`src/rtl/clock_enable_gen.sv`:
```
// Multi-channel programmable clock generator with run/stop sequencing and glitch-free reconfiguration.
// Optional define CLKGEN_SYNC_RUN_EN inserts a 2-flop synchroniser on run ahead of the sequencer.
module clock_enable_gen #(
   parameter int NUM_CH = 4,
   parameter int CNT_W  = 8,
   parameter int CH_W   = 2
) (
   input  logic              clock,
   input  logic              reset,
   input  logic              run,
   input  logic              cfg_valid,
   output logic              cfg_ready,
   input  logic [CH_W-1:0]   cfg_ch,
   input  logic [CNT_W-1:0]  cfg_div,
   input  logic [CNT_W-1:0]  cfg_phase,
   input  logic              cfg_inv,
   output logic [NUM_CH-1:0] clk_out,
   output logic [NUM_CH-1:0] tick,
   output logic              locked
);

   // state | meaning
   // IDLE  | outputs parked at idle level, cfg writes land in active regs
   // START | single cycle, counters load the clamped phase
   // RUN   | channels free-running, cfg writes staged until period end
   // STOP  | channels finish their active half, then freeze at idle level
   typedef enum logic [1:0] {
      S_IDLE  = 2'd0,
      S_START = 2'd1,
      S_RUN   = 2'd2,
      S_STOP  = 2'd3
   } state_t;

   state_t state_q, state_d;
   logic   run_int;

`ifdef CLKGEN_SYNC_RUN_EN
   logic [1:0] run_sync_q;

   always_ff @(posedge clock or negedge reset) begin
      if (!reset) run_sync_q <= '0;
      else        run_sync_q <= {run_sync_q[0], run};
   end

   assign run_int = run_sync_q[1];
`else
   assign run_int = run;
`endif

   logic [CNT_W-1:0]  div_q   [NUM_CH];
   logic [CNT_W-1:0]  div_d   [NUM_CH];
   logic [CNT_W-1:0]  phase_q [NUM_CH];
   logic [CNT_W-1:0]  phase_d [NUM_CH];
   logic [CNT_W-1:0]  sdiv_q  [NUM_CH];
   logic [CNT_W-1:0]  sdiv_d  [NUM_CH];
   logic [CNT_W-1:0]  cnt_q   [NUM_CH];
   logic [CNT_W-1:0]  cnt_d   [NUM_CH];
   logic [NUM_CH-1:0] inv_q, inv_d;
   logic [NUM_CH-1:0] sinv_q, sinv_d;
   logic [NUM_CH-1:0] pend_q, pend_d;
   logic [NUM_CH-1:0] clk_q, clk_d;
   logic [NUM_CH-1:0] tick_q, tick_d;
   logic [NUM_CH-1:0] cfg_hit;
   logic [NUM_CH-1:0] at_end;
   logic              cfg_acc;
   logic              all_idle;

   assign cfg_ready = ~|pend_q;
   assign cfg_acc   = cfg_valid & cfg_ready;
   assign all_idle  = (clk_q == inv_q);
   assign clk_out   = clk_q;
   assign tick      = tick_q;
   assign locked    = (state_q == S_RUN) && ~|pend_q;

   // Out-of-range channel numbers never match, so such writes complete and vanish.
   always_comb begin
      cfg_hit = '0;
      at_end  = '0;
      for (int i = 0; i < NUM_CH; i++) begin
         cfg_hit[i] = cfg_acc && (cfg_ch == CH_W'(i));
         at_end[i]  = (cnt_q[i] >= div_q[i]);
      end
   end

   always_comb begin
      state_d = state_q;
      case (state_q)
         S_IDLE:  if (run_int) state_d = S_START;
         S_START: state_d = S_RUN;
         S_RUN:   if (!run_int) state_d = S_STOP;
         S_STOP:  if (all_idle) state_d = S_IDLE;
         default: state_d = S_IDLE;
      endcase
   end

   always_comb begin
      inv_d  = inv_q;
      sinv_d = sinv_q;
      pend_d = pend_q;
      clk_d  = clk_q;
      tick_d = '0;
      for (int i = 0; i < NUM_CH; i++) begin
         div_d[i]   = div_q[i];
         phase_d[i] = phase_q[i];
         sdiv_d[i]  = sdiv_q[i];
         cnt_d[i]   = cnt_q[i];

         case (state_q)
            S_IDLE: begin
               cnt_d[i] = '0;
               clk_d[i] = inv_q[i];
            end
            S_START: begin
               cnt_d[i] = (phase_q[i] > div_q[i]) ? div_q[i] : phase_q[i];
               clk_d[i] = inv_q[i];
            end
            S_RUN, S_STOP: begin
               if (state_q == S_STOP && clk_q[i] == inv_q[i]) begin
                  cnt_d[i] = '0;
                  if (pend_q[i]) begin
                     div_d[i]  = sdiv_q[i];
                     inv_d[i]  = sinv_q[i];
                     clk_d[i]  = sinv_q[i];
                     pend_d[i] = 1'b0;
                  end
               end else if (at_end[i]) begin
                  cnt_d[i] = '0;
                  // Swap config only at the end of the active half so no runt pulse appears.
                  if (pend_q[i] && clk_q[i] != inv_q[i]) begin
                     div_d[i]  = sdiv_q[i];
                     inv_d[i]  = sinv_q[i];
                     clk_d[i]  = sinv_q[i];
                     pend_d[i] = 1'b0;
                  end else begin
                     clk_d[i]  = ~clk_q[i];
                     tick_d[i] = (clk_q[i] == inv_q[i]);
                  end
               end else begin
                  cnt_d[i] = cnt_q[i] + CNT_W'(1);
               end
            end
            default: ;
         endcase

         if (cfg_hit[i]) begin
            phase_d[i] = cfg_phase;
            sdiv_d[i]  = cfg_div;
            sinv_d[i]  = cfg_inv;
            if (state_q == S_RUN) begin
               pend_d[i] = 1'b1;
            end else begin
               div_d[i] = cfg_div;
               inv_d[i] = cfg_inv;
            end
         end
      end
   end

   always_ff @(posedge clock or negedge reset) begin
      if (!reset) begin
         state_q <= S_IDLE;
         inv_q   <= '0;
         sinv_q  <= '0;
         pend_q  <= '0;
         clk_q   <= '0;
         tick_q  <= '0;
         for (int i = 0; i < NUM_CH; i++) begin
            div_q[i]   <= '0;
            phase_q[i] <= '0;
            sdiv_q[i]  <= '0;
            cnt_q[i]   <= '0;
         end
      end else begin
         state_q <= state_d;
         inv_q   <= inv_d;
         sinv_q  <= sinv_d;
         pend_q  <= pend_d;
         clk_q   <= clk_d;
         tick_q  <= tick_d;
         for (int i = 0; i < NUM_CH; i++) begin
            div_q[i]   <= div_d[i];
            phase_q[i] <= phase_d[i];
            sdiv_q[i]  <= sdiv_d[i];
            cnt_q[i]   <= cnt_d[i];
         end
      end
   end

endmodule
```
`config.mk`:
```
export PLATFORM = sky130hd
export DESIGN_NAME = clock_enable_gen
export DESIGN_NICKNAME = d
export VERILOG_FILES = /design/src/rtl/clock_enable_gen.sv
export SDC_FILE = /design/constraint.sdc
export NUM_CORES = 1
export LEC_CHECK = 0
export ABC_CLOCK_PERIOD_IN_PS = 2210
export CORE_UTILIZATION = 50
export DETAILED_ROUTE_END_ITERATION = 6
export PLACE_DENSITY = 0.7
export SLEW_MARGIN = 20
export SYNTH_ARGS = -nofsm -noshare
export SYNTH_HDL_FRONTEND = slang
export SYNTH_SLANG_ARGS = --single-unit
```
`constraint.sdc`:
```
create_clock -name clock -period 2.21 [get_ports clock]
set_clock_uncertainty 0.1 [all_clocks]
set_input_delay 0.5525 -clock clock [delete_from_list [all_inputs] [get_ports clock]]
set_output_delay 0.5525 -clock clock [all_outputs]
set_load 0.005 [all_outputs]
```
==> qor.csv, run 1 <==
metric,value,unit
status,finished with violations,
failed_checks,setup timing,
synth_seq_area_share,43.2,%
num_antenna_cells,0,
cts_sinks,150,
worst_skew_pair_latency,430,ps
grt_first_pass_wirelength,37000,um
critPathMaxFanout,6,
placement_rows,47,
max_cap_violations,0,
synth_top_cell_area_share,43.2,%
report.final.slew_viol_count,0,
tritoncts,built,
critical_path.endpoint_type,flip-flop,
yosys_register_bits,150,
chip_height,134,um
timing.final.crit_share,104,%
setup-violations-final,12,
detail_route.vias_per_cell,5.98,
grt_start_max_net_pins,53,
synth_edf_count,0,
place.gp.congestion,0.851,
netlist_top_cells_area,"sky130_fd_sc_hd__dfrtp_1, sky130_fd_sc_hd__ha_1, sky130_fd_sc_hd__mux2_2, sky130_fd_sc_hd__mux2i_1, sky130_fd_sc_hd__nand2_1",
post_synth_inst_count,804,
setup-tns-final,-692,ps
cts-buffers-inserted,17,
critical_path_required,2430,ps
initialDrtViolationCount,440,
cp_data_arrival_time,2520,ps
final_cell_count_without_fillers,1192,
synth_largest_area_cell,sky130_fd_sc_hd__dfrtp_1,
hold_class,reg2reg,
horizontal_die_dimension,134,um
global_route.overflow_total,0,
cp_slowest_stage_delay,430,ps
synth_warnings,0,
grt.total_usage,27.2,%
hold_viol_final,0,
synthesis.area_per_instance,10.8,um2
post-synth-top-count-cell,sky130_fd_sc_hd__dfrtp_1,
worst_ir_drop_vdd,878,uV
cp_cell_sequence,"inv_2, ha_4, and3_4, o211ai_1, o21a_2, a211oi_4, mux2i_1, o21ai_2",
die_area,0.0179,mm2
worst_pin_slew,597,ps
cts.reportedPaths.clkPinSlew,60,ps
drcViolationCount,0,
post-dp-hpwl,16300,um
synth_top_cells_by_count,"sky130_fd_sc_hd__dfrtp_1, sky130_fd_sc_hd__ha_1, sky130_fd_sc_hd__mux2_2",
critical_path.startpoint,div_q[22],
number_of_nets_in_the_synthesized_netlist,900,
synth_cell_types,54,
firstDrtPassIters,5,
min-delay-start,sdiv_q[0],
synth_area,0.00869,mm2
async_flop_share,100,%
drt.antenna.violating_nets,0,
layout.nets,1055,
slew_headroom,60.1,%
period_minus_ws_final,2300,ps
critPathSlowestCell,sky130_fd_sc_hd__a211oi_4,
fillCellCount,1206,
post_route_cells_drive_above_1_share,36.8,%
post_drt_wl_per_cell,20.4,um
port_buffers,32,
rsz_0062_raised_after_global_routing,true,
total_number_of_h_tree_levels,4,
static-leakage-power,5.08,nW
achievable-frequency,435,MHz
effective_utilization_at_floorplan,51.9,%
area_of_combinational_cells_with_multiple_inputs,0.00516,mm2
sequential_cell_area,0.00376,mm2
critical-path-top-delay-family,compound AO/OA/AOI/OAI gates,
setup.worst_path.start_class,flip-flop,
power_density,1650,mW/mm2
post-place-cells,1130,
ioPinCount,33,
grt_antenna_before_repair,0,
vias,7133,
core,0.0168,mm2
setup.worst_path.class,reg2reg,
layout.core_utilization,68.2,%
postLayoutSetupSlackWorst,-90.1,ps
synthFlopType,sky130_fd_sc_hd__dfrtp_1,
number_of_buffers_between_clock_root_and_the_deepest_sink,2,
grt_pass1_vias,7216,
growth_of_design_area_from_synthesis_to_finish,31.5,%
clk_root_buffer_cell,sky130_fd_sc_hd__clkbuf_16,
critical_path.n_buffers_inverters,1,
total_wire_length,24300,um
crit-reg2reg-launch,div_q[22],
-- routing by layer --
metal,track usage (%),share of wire [%]
met3,5.25,4.8
met2,44.6,49
met1,34.9,43
met5,0,0
met4,12.1,3.7
-- sequential cells by signal (all words and copies together), names as in the netlist --
signal,flops
state_q,2
clk_out,4
sinv_q,4
inv_q,4
cnt_q,32
tick,4
phase_q,32
pend_q,4
sdiv_q,32
div_q,32
-- repair_timing --
item,4_1_cts,5_1_grt
pin swaps,14,44
endpoints found under the setup margin,56,82
endpoints found under the hold margin,41,0
gates resized for setup,55,91
cloned,1,0
setup buffers,15,16
hold buffers,1,0
-- area by class of cell --
| cell class | count | share of cell area [%] |
|---|---|---|
| Multi-Input combinational cell | 576 | 45.2 |
| Sequential cell | 150 | 32.9 |
| Timing Repair Buffer | 163 | 12.6 |
| Clock buffer | 19 | 3.96 |
| Tap cell | 220 | 2.41 |
| Inverter | 51 | 1.67 |
| Clock inverter | 13 | 1.29 |
-- logic make-up after synthesis --
family	count (synthesis)	synth area share, %
XOR/XNOR	28	3.30
adder cells (fa/ha/maj)	73	10.5
AO/OA/AOI/OAI	184	14.4
AND/OR/NAND/NOR	172	10.1
flip-flops	150	43.2
multiplexers	118	14.6
buffers and inverters	79	3.94
-- where the power goes --
part / leakage (nW) / internal, mW / switching, mW
combinational: 2.94 / 5.50 / 5.35
sequential: 1.85 / 3.96 / 1.13
clock: 0.288 / 1.74 / 1.21
-- through the flow --
step	instance area (um2)	hold slack (ps)	total power, mW	setup slack [ps]
floorplan	8690	157	10.4	76.4
global placement	9970	374	13.2	-254
detailed placement	9970	390	13.7	-347
CTS	10900	402	17.3	-40.3
global route	11400	427	20.1	-161
finish	11400	404	18.9	-90.1
-- worst reg2reg max path, cell delays in order, from the launching register on --
cell and delay, ps:
sky130_fd_sc_hd__dfrtp_1 410, sky130_fd_sc_hd__inv_2 80, sky130_fd_sc_hd__ha_4 270, sky130_fd_sc_hd__and3_4 180, sky130_fd_sc_hd__o211ai_1 80, sky130_fd_sc_hd__o21a_2 280
sky130_fd_sc_hd__a211oi_4 440, sky130_fd_sc_hd__mux2i_1 280, sky130_fd_sc_hd__o21ai_2 60
-- path summary, 6_finish.rpt --
kind                              to  slack [ps]  depth (start not counted)
max in group asynchronous  pend_q[3]         700                          3
setup / recovery            inv_q[1]         -90                          8
hold reg to reg            sdiv_q[0]         400                          1
setup reg to reg            inv_q[1]         -90                          8
min in group asynchronous  cnt_q[11]         540                          2
hold / removal             sdiv_q[0]         400                          1
-- cell usage in the layout, fill, tap and decap left out, drive strengths merged, types with 2 or more instances in the layout --
| master | netlist | layout |
|---|---|---|
| a211oi | 6 | 7 |
| a21o | 15 | 15 |
| a21oi | 48 | 48 |
| a221oi | 3 | 3 |
| a22o | 2 | 2 |
| a31oi | 10 | 10 |
| and3 | 13 | 13 |
| buf | 19 | 133 |
| bufinv | 0 | 2 |
| clkbuf | 9 | 19 |
| clkdlybuf4s50 | 0 | 29 |
| clkinv | 0 | 5 |
| clkinvlp | 0 | 3 |
| dfrtp | 150 | 150 |
| ha | 73 | 73 |
| inv | 51 | 54 |
| mux2 | 70 | 70 |
| mux2i | 48 | 48 |
| nand2 | 69 | 69 |
| nand2b | 6 | 6 |
| nand3 | 28 | 28 |
| nand4 | 4 | 4 |
| nand4b | 2 | 2 |
| nor2 | 23 | 23 |
| nor2b | 4 | 4 |
| nor3 | 11 | 11 |
| nor3b | 2 | 2 |
| o211ai | 5 | 5 |
| o21a | 3 | 3 |
| o21ai | 29 | 29 |
| o21bai | 3 | 3 |
| o22ai | 35 | 35 |
| o311ai | 22 | 22 |
| or2 | 7 | 7 |
| xnor2 | 8 | 8 |
| xor2 | 20 | 20 |
No activity file was read; power rests on OpenSTA's default activity.
==> run 2, diff against run 1 <==
- CAP_MARGIN: default -> 10
- DONT_BUFFER_PORTS: default -> 1
- PLACE_DENSITY: 0.7 -> 0.68
==> run 2 against run 1 <==
Against the previous run:
- the run ends with hold timing, setup timing left
- critical path depth increased by 1
- combinational power decreased by 7%
- first-iteration DRC count increased by 9.5%
- total power decreased by 3.8%
- fmax increased by 1.9%
- wire length decreased by 4.2%
- count of clock-buffer cells in the layout increased by 2
- die area unchanged
- setup slack improved by 43 ps
- sequential power decreased by 2%
- cell count decreased by 4.2%
- non-clock buffer count decreased by 49
==> qor.csv, run 2 (same netlist as run 1, synthesis figures left out) <==
metric,value,unit,change
post-dp-hpwl,15500,um,"was 16,300 um"
final_common_cell,sky130_fd_sc_hd__dfrtp_1,,unchanged
worst_pin_slew,545,ps,was 597 ps
firstDrtPassIters,7,,was 5
power.total,18.2,mW,was 18.9 mW
post_drt_wl_per_cell,20.4,um,about the same
drcViolationCount,0,,unchanged
global_route.overflow_total,0,,unchanged
final_cell_area,0.0108,mm2,was 0.0114 mm2
area_of_combinational_cells_with_multiple_inputs,0.00502,mm2,was 0.00516 mm2
post_route_cells_drive_above_1_share,33.8,%,was 36.8%
clk_root_buffer_cell,sky130_fd_sc_hd__clkbuf_16,,unchanged
critical_path.startpoint,div_q[14],,was div_q[22]
cts.reportedPaths.clkPinSlew,60,ps,about the same
drt.antenna.violating_nets,0,,unchanged
place.gp.congestion,0.833,,was 0.851
layout.nets,1005,,"was 1,055"
grt.total_usage,26.6,%,was 27.2%
crit-reg2reg-launch,div_q[14],,was div_q[22]
mostFrequentLayoutCells,"sky130_fd_sc_hd__dfrtp_1, sky130_fd_sc_hd__buf_4, sky130_fd_sc_hd__mux2_2",,unchanged
total_wire_length,23300,um,"was 24,300 um"
finalHoldWorstSlack,-282,ps,was 404 ps
rrSetupSlack,-50,ps,was -90 ps
worst-r2r-cell-count,9,,was 8
period_minus_ws_final,2260,ps,was 2300 ps
fillCellCount,1271,,"was 1,206"
tritoncts,built,,unchanged
setup.worst_path.class,reg2reg,,unchanged
slew_headroom,63.2,%,was 60.1%
initialDrtViolationCount,482,,was 440
growth_of_design_area_from_synthesis_to_finish,24.7,%,was 31.5%
chip_height,134,um,unchanged
status,finished with violations,,unchanged
cts_sinks,150,,unchanged
power_density,1680,mW/mm2,was 1650 mW/mm2
cts-buffers-inserted,17,,unchanged
detail_route.vias_per_cell,5.93,,was 5.98
vias,6774,,"was 7,133"
area_after_detailed_placement,0.00951,mm2,was 0.00997 mm2
worstSetupEndpoint,inv_q[2],,was inv_q[1]
timing.final.crit_share,102,%,was 104%
report.final.slew_viol_count,0,,unchanged
setup.worst_path.start_class,flip-flop,,unchanged
max_cap_violations,0,,unchanged
pre_cts_slack,-255,ps,was -347 ps
critPathMaxFanout,4,,was 6
worst_skew_pair_latency,430,ps,about the same
rsz_0062_raised_after_global_routing,true,,unchanged
grt_first_pass_wirelength,36200,um,"was 37,000 um"
achievable-frequency,443,MHz,was 435 MHz
total_number_of_h_tree_levels,4,,unchanged
effective_utilization_at_floorplan,51.9,%,unchanged
setup-violations-final,7,,was 12
postLayoutSetupSlackWorst,-47.4,ps,was -90.1 ps
hold_class,in2async,,was reg2reg
hold_viol_final,150,,was 0
cp_data_arrival_time,2460,ps,was 2520 ps
static-leakage-power,4.86,nW,was 5.08 nW
grt_pass1_vias,6920,,"was 7,216"
worst_ir_drop_vdd,1010,uV,was 878 uV
horizontal_die_dimension,134,um,unchanged
ioPinCount,33,,unchanged
crit-reg2reg-capture,inv_q[2],,was inv_q[1]
placement_rows,47,,unchanged
critical_path_required,2410,ps,was 2430 ps
critical_path.endpoint_type,flip-flop,,unchanged
num_antenna_cells,0,,unchanged
sequential_cell_area,0.00375,mm2,was 0.00376 mm2
die_area,0.0179,mm2,unchanged
post-place-cells,1083,,"was 1,130"
failed_checks,"hold timing, setup timing",,was setup timing
core,0.0168,mm2,unchanged
port_buffers,0,,was 32
grt_start_max_net_pins,151,,was 53
number_of_buffers_between_clock_root_and_the_deepest_sink,2,,unchanged
final_cell_count_without_fillers,1142,,"was 1,192"
grt_antenna_before_repair,0,,unchanged
## run 2: timing repair
action / 4_1_cts / 5_1_grt
setup buffers: 11 / 16
pin swaps: 18 / 23
setup endpoints to repair: 48 / 71
gates cloned: 1 / 0
gates resized for setup: 52 / 59
hold endpoints to repair: 150 / 150
## run 2: how the worst min path moves through the flow
| stage | to | slack (ps) | cells after the start |
|---|---|---|---|
| 4_1_cts | cnt_q[12] | -300 | 0 |
| 3_3_place_gp | cnt_q[14] | 160 | 0 |
| 3_5_place_dp | cnt_q[14] | 160 | 0 |
| 2_1_floorplan | clk_out[0] | 160 | 0 |
| 6_report | cnt_q[14] | -280 | 0 |
| 5_1_grt | cnt_q[14] | -300 | 0 |
## run 2: area by class of cell
class,count,area share [%]
clock buffer,21,4.25
clock inverter,11,1.60
inverter,51,1.77
multi-input combinational,575,46.3
sequential,150,34.6
tap,220,2.54
timing repair buffer,114,8.87
## run 2: per-stage QoR
| step | util (%) | TNS (ps) |
|---|---|---|
| global placement | 56.7 | -2660 |
| finish | 64.7 | -189 |
| floorplan | - | 0 |
| global route | 64.7 | -1170 |
| CTS | 62.5 | -182 |
| detailed placement | 56.7 | -4530 |
## run 2: layer usage
| layer | track usage [%] | up-vias | wire (um) | share of wire [%] |
|---|---|---|---|---|
| li1 | - | 3157 | - | - |
| met1 | 34.3 | 3423 | 10000 | 43 |
| met2 | 43.8 | 159 | 11600 | 50 |
| met3 | 5.86 | 35 | 1140 | 4.9 |
| met4 | 9.53 | 0 | 523 | 2.2 |
| met5 | 0 | - | 0 | 0 |
## run 2: worst max-delay path: stages (launching register included)
cell	delay, ps
sky130_fd_sc_hd__dfrtp_1	370
sky130_fd_sc_hd__inv_2	60
sky130_fd_sc_hd__ha_4	260
sky130_fd_sc_hd__and3_4	180
sky130_fd_sc_hd__o211ai_1	80
sky130_fd_sc_hd__o21a_2	270
sky130_fd_sc_hd__a211oi_4	340
sky130_fd_sc_hd__buf_4	180
sky130_fd_sc_hd__mux2i_2	220
sky130_fd_sc_hd__o21ai_2	70
## run 2: where the power goes
part | internal, mW | total, mW | switching, mW
clock | 1.95 | 3.13 | 1.18
sequential | 3.96 | 4.98 | 1.03
combinational | 5.09 | 10.0 | 4.96
total | 11.0 | 18.2 | 7.16
